File: src/rtl/rr_dff_bank_arbiter.sv
// ============================================================================
//  Module      : rr_dff_bank_arbiter
//  Description : Round-robin arbiter owning all writes to a shared WIDTH-bit
//                DFF register, with registered true/complement outputs.
//  Revision    : 1.0 - initial release
// ============================================================================
`default_nettype none

module rr_dff_bank_arbiter #(
    parameter int NUM_REQ = 4,
    parameter int WIDTH   = 8
) (
    input  logic                       clk,
    input  logic                       reset,
    input  logic [NUM_REQ-1:0]         i_req,
    input  logic [NUM_REQ*WIDTH-1:0]   i_data,
    output logic [NUM_REQ-1:0]         o_gnt,
    output logic [NUM_REQ-1:0]         o_ack,
    output logic [WIDTH-1:0]           o_q,
    output logic [WIDTH-1:0]           o_qb,
    output logic                       o_busy
);

    localparam int PW = $clog2(NUM_REQ);

    typedef enum logic [1:0] {
        S_IDLE    = 2'd0,
        S_WRITE   = 2'd1,
        S_RELEASE = 2'd2
    } state_t;

    state_t               state_q;
    logic [PW-1:0]        ptr_q;
    logic [PW-1:0]        sel_q;
    logic [NUM_REQ-1:0]   gnt_q;
    logic [NUM_REQ-1:0]   ack_q;
    logic [WIDTH-1:0]     q_q;
    logic [WIDTH-1:0]     qb_q;
    logic                 busy_q;

    logic [PW-1:0]        sel_d;
    logic [PW-1:0]        ptr_d;
    logic [WIDTH-1:0]     wdata_d;

    // First requester at or after ptr, wrapping modulo NUM_REQ.
    function automatic logic [PW-1:0] f_pick(input logic [NUM_REQ-1:0] req,
                                             input logic [PW-1:0]      ptr);
        logic [PW-1:0] sel;
        logic [PW-1:0] idx_v;
        logic          found;
        int            idx;
        sel   = '0;
        found = 1'b0;
        for (int i = 0; i < NUM_REQ; i++) begin
            idx   = (int'(ptr) + i) % NUM_REQ;
            idx_v = PW'(idx);
            if (!found && req[idx_v]) begin
                sel   = idx_v;
                found = 1'b1;
            end
        end
        return sel;
    endfunction

    always_comb begin
        sel_d   = f_pick(i_req, ptr_q);
        ptr_d   = (sel_q == PW'(NUM_REQ - 1)) ? '0 : sel_q + 1'b1;
        wdata_d = i_data[sel_q*WIDTH +: WIDTH];
    end

    always_ff @(posedge clk) begin
        if (!reset) begin
            state_q <= S_IDLE;
            ptr_q   <= '0;
            sel_q   <= '0;
            gnt_q   <= '0;
            ack_q   <= '0;
            q_q     <= '0;
            qb_q    <= '1;
            busy_q  <= 1'b0;
        end else begin
            ack_q <= '0;
            case (state_q)
                S_IDLE: begin
                    if (|i_req) begin
                        sel_q   <= sel_d;
                        gnt_q   <= {{(NUM_REQ-1){1'b0}}, 1'b1} << sel_d;
                        busy_q  <= 1'b1;
                        state_q <= S_WRITE;
                    end
                end
                S_WRITE: begin
                    // Data is taken here, not at grant time.
                    if (i_req[sel_q]) begin
                        q_q     <= wdata_d;
                        qb_q    <= ~wdata_d;
                        ack_q   <= gnt_q;
                        state_q <= S_RELEASE;
                    end else begin
                        gnt_q   <= '0;
                        busy_q  <= 1'b0;
                        state_q <= S_IDLE;
                    end
                end
                S_RELEASE: begin
                    if (!i_req[sel_q]) begin
                        gnt_q   <= '0;
                        ptr_q   <= ptr_d;
                        busy_q  <= 1'b0;
                        state_q <= S_IDLE;
                    end
                end
                default: begin
                    gnt_q   <= '0;
                    busy_q  <= 1'b0;
                    state_q <= S_IDLE;
                end
            endcase
        end
    end

    assign o_gnt  = gnt_q;
    assign o_ack  = ack_q;
    assign o_q    = q_q;
    assign o_qb   = qb_q;
    assign o_busy = busy_q;

endmodule

`default_nettype wire

File: config.mk
export PLATFORM = sky130hd
export DESIGN_NAME = rr_dff_bank_arbiter
export DESIGN_NICKNAME = d
export VERILOG_FILES = /design/src/rtl/rr_dff_bank_arbiter.sv
export SDC_FILE = /design/constraint.sdc
export NUM_CORES = 1
export LEC_CHECK = 0
export ABC_AREA = 1
export CAP_MARGIN = 25
export CORE_AREA = 2 2 58 74
export DETAILED_ROUTE_END_ITERATION = 12
export DIE_AREA = 0 0 60 76
export GPL_ROUTABILITY_DRIVEN = 0
export GPL_TIMING_DRIVEN = 0
export PLACE_DENSITY = 0.81
export SLEW_MARGIN = 10
export SYNTH_ARGS = -nofsm -noshare
export SYNTH_HDL_FRONTEND = slang
export SYNTH_SLANG_ARGS = --single-unit
File: constraint.sdc
create_clock -name clk -period 4.1 [get_ports clk]
set_clock_uncertainty 0.1 [all_clocks]
set_input_delay 0.82 -clock clk [delete_from_list [all_inputs] [get_ports clk]]
set_output_delay 0.82 -clock clk [all_outputs]
set_load 0.03 [all_outputs]
==> metrics.md <==
| Metric | Value |
|---|---|
| Vias per cell | `4.90` |
| Top-count cell post-synth | `nand2_1` |
| Slew HR | `0.613` |
| # diodes | `0` |
| Core Rows | `26` |
| Critical Setup Path Class | `in2reg` |
| Power per cell area | `482 nW/um^2` |
| Setup Buffers After CTS | `0` |
| Top cells by count, synth | `75 x nand2_1, 31 x dfxtp_1, 28 x o21ai_0` |
| Startpoint type of the worst setup path | `input pin` |
| Post-DP HPWL | `3.72 mm` |
| Resized Gates After CTS | `0` |
| Seq/Total Area, Yosys | `0.339` |
| Layout Nets | `383` |
| IO Port Bufs | `62` |
| Die ar. | `4560 sq um` |
| Synthesized area | `1830 sq um` |
| Critical Path RT | `4.22 ns` |
| Clk root buf | `clkbuf_8` |
| Total Routed Length | `4.71 mm` |
| Starting Density | `0.465` |
| DRC | `0` |
| Layout area overhead | `44.2%` |
| Syn avg cell area | `6.75 sq um` |
| Maxcap violations | `0` |
| Area leader, netlist | `dfxtp_1` |
| Die H | `76 um` |
| Slew Limit Fails | `0` |
| CP arrival | `2.62 ns` |
| Layer with the highest usage | `met2` |
| Minimum clock period | `2.50 ns` |
| Clk buf depth | `2` |
| Antenna violations before repair | `0` |
| Largest fanout on the critical path | `5` |
| Routed WL per cell | `11.9 um` |
| Worst-skew pair later-pin latency | `0.28 ns` |
| Largest net degree at the start of global routing | `11` |
| RSZ-0062 raised after global routing | `no` |
| Synth Net Count | `314` |
| FFs w/ async S/R, synth | `0` |
| Post-synth cell types | `24` |
| Clk slew on worst S/H paths | `0.07 ns` |
| First-pass iteration count of the detailed router | `4` |
| Clk sink count | `31` |
| Share of the synthesized area in the top cell type | `0.339` |
| Leak | `1.14 nW` |
| Hold/Removal Path Class | `reg2reg` |
| Fillers | `350` |
| Synth Register Bits | `31` |
| DR vias | `1945` |
| Core area | `3940 sq um` |
| Total gr overflow | `0` |
| Slew @ Worst Pin | `0.581 ns` |
| Warnings from Yosys | `0` |
| CTS tree | `done` |
| Area contributors post-synth | `dfxtp_1 34%, nand2_1 15%, o21ai_0 7.7%` |
| Multi-input gate area | `1050 sq um` |
| Worst r2r path cells | `11` |
| Detailed Route Iter0 Violations | `74` |
| EDFF count, synth | `0` |
| Hold Path Depth | `2` |
| Die width | `60 um` |
| DRT antenna net count | `0` |
| Status | `finished, final reports clean` |
| Storage element area | `621 sq um` |
| First-pass GRT wire length | `8.19 mm` |
| TNS Setup | `0 ns` |
| Final Hold Fails | `0` |
| Io pins | `63` |
| Setup crit end kind | `flop` |
| TritonCTS buffer count | `5` |
| Final Cycle Share | `0.611` |
| Share of layout cells above drive strength 1 | `0.152` |
| FMAX | `399 MHz` |
| Tot Pwr | `0.00127 W` |
| Worst vdd ir | `0.000301 V` |
| Hold Buf Count CTS | `0` |
| Met3 Resource Use GR | `0.0696` |
| Post-Synthesis Cells | `271` |
| Final setup viols | `0` |
| GR Util All Layers | `0.226` |
| Met2 GRT Util | `0.396` |
| Routing usage on met1 | `0.247` |
| Main flop type after synthesis | `dfxtp_1` |
| Vias in the first global route | `1962` |
| Htree depth | `2` |
[cell type report]
class / count / share of cell area
plain buffers: 10 / 0.0251
clock buffers: 6 / 0.0313
clock inverters: 2 / 0.0133
inverters: 24 / 0.0342
multi-input cells: 206 / 0.399
flip-flops and latches: 31 / 0.235
well taps: 56 / 0.0266
repair buffers: 62 / 0.235
[critical path: stages]
cell and delay, ns:
clkdlybuf4s50_1 0.50, nor4_1 0.51, inv_1 0.11, nor2_1 0.28
inv_1 0.09, nand2_1 0.11, o21ai_0 0.08, a21oi_1 0.12
[state kept, by name, summed over array words and instances (netlist names)]
| name | cells |
|---|---|
| o_q | 8 |
| o_qb | 8 |
| o_ack | 4 |
| o_gnt | 4 |
| ptr_q | 2 |
| sel_q | 2 |
| state_q | 2 |
| o_busy | 1 |
[kinds of logic (layout without fill, tap and decap cells)]
group / Yosys count / in the layout / synth area share
buffers and inverters: 34 / 104 / 0.0855
and+or+nand+nor: 140 / 140 / 0.354
adders and majority gates: 5 / 5 / 0.0342
DFF: 31 / 31 / 0.339
AOI/OAI and AO/OA: 61 / 61 / 0.187
[power breakdown]
part	internal (W)	total, W	switching (W)	leakage, nW
logic	0.000227	0.000578	0.000351	0.823
registers	0.000351	0.000385	0.0000339	0.253
clock network	0.000196	0.000310	0.000113	0.0612
[per-stage QoR]
step / hold WS, ns / worst slack, ns / instance area, sq um / instances / utilization
after floorplan: 0.373 / 2.18 / 1830 / 271 / -
final: 0.356 / 1.60 / 2640 / 397 / 0.670
after global routing: 0.378 / 1.36 / 2640 / 397 / 0.670
after global placement: 0.343 / 1.34 / 2520 / 389 / 0.640
after CTS: 0.366 / 1.58 / 2640 / 397 / 0.670
after detailed placement: 0.352 / 1.29 / 2520 / 389 / 0.640
[routing by layer]
layer,share of wire,up-vias
met3,0.058,10
met2,0.51,54
met5,0,-
li1,-,1015
met4,0.021,0
met1,0.41,866
[placed cells by master, fill, tap and decap left out]
cell,netlist,layout
clkbuf_1,2,2
o22ai_1,8,8
nand3_1,14,14
nand2_4,3,3
o21ai_0,28,28
nand3_2,1,1
clkbuf_8,0,6
nor2_1,23,23
a21oi_1,14,14
nand4_1,1,1
inv_2,6,6
nor4_1,1,1
o211ai_1,3,3
a21oi_2,4,4
buf_6,3,3
clkdlybuf4s50_1,0,62
o21a_1,1,1
nand2_1,75,75
o21ai_1,2,2
dfxtp_1,31,31
bufinv_16,0,1
clkinv_2,0,1
buf_2,5,5
a211oi_1,1,1
ha_1,5,5
inv_1,18,18
nor2_4,3,3
nand2_2,19,19
[worst paths after layout]
| check | from | slack, ns | end |
|---|---|---|---|
| setup / recovery | i_req[1] | 1.60 | state_q[1]$_SDFFE_PN0P_ |
| hold / removal | o_qb[7]$_SDFFE_PN1P_ | 0.36 | o_qb[7]$_SDFFE_PN1P_ |
| setup reg to reg | sel_q[1]$_SDFFE_PN0P_ | 2.26 | o_qb[5]$_SDFFE_PN1P_ |
| hold reg to reg | o_qb[7]$_SDFFE_PN1P_ | 0.36 | o_qb[7]$_SDFFE_PN1P_ |
No activity file was read; power rests on OpenSTA's default activity.
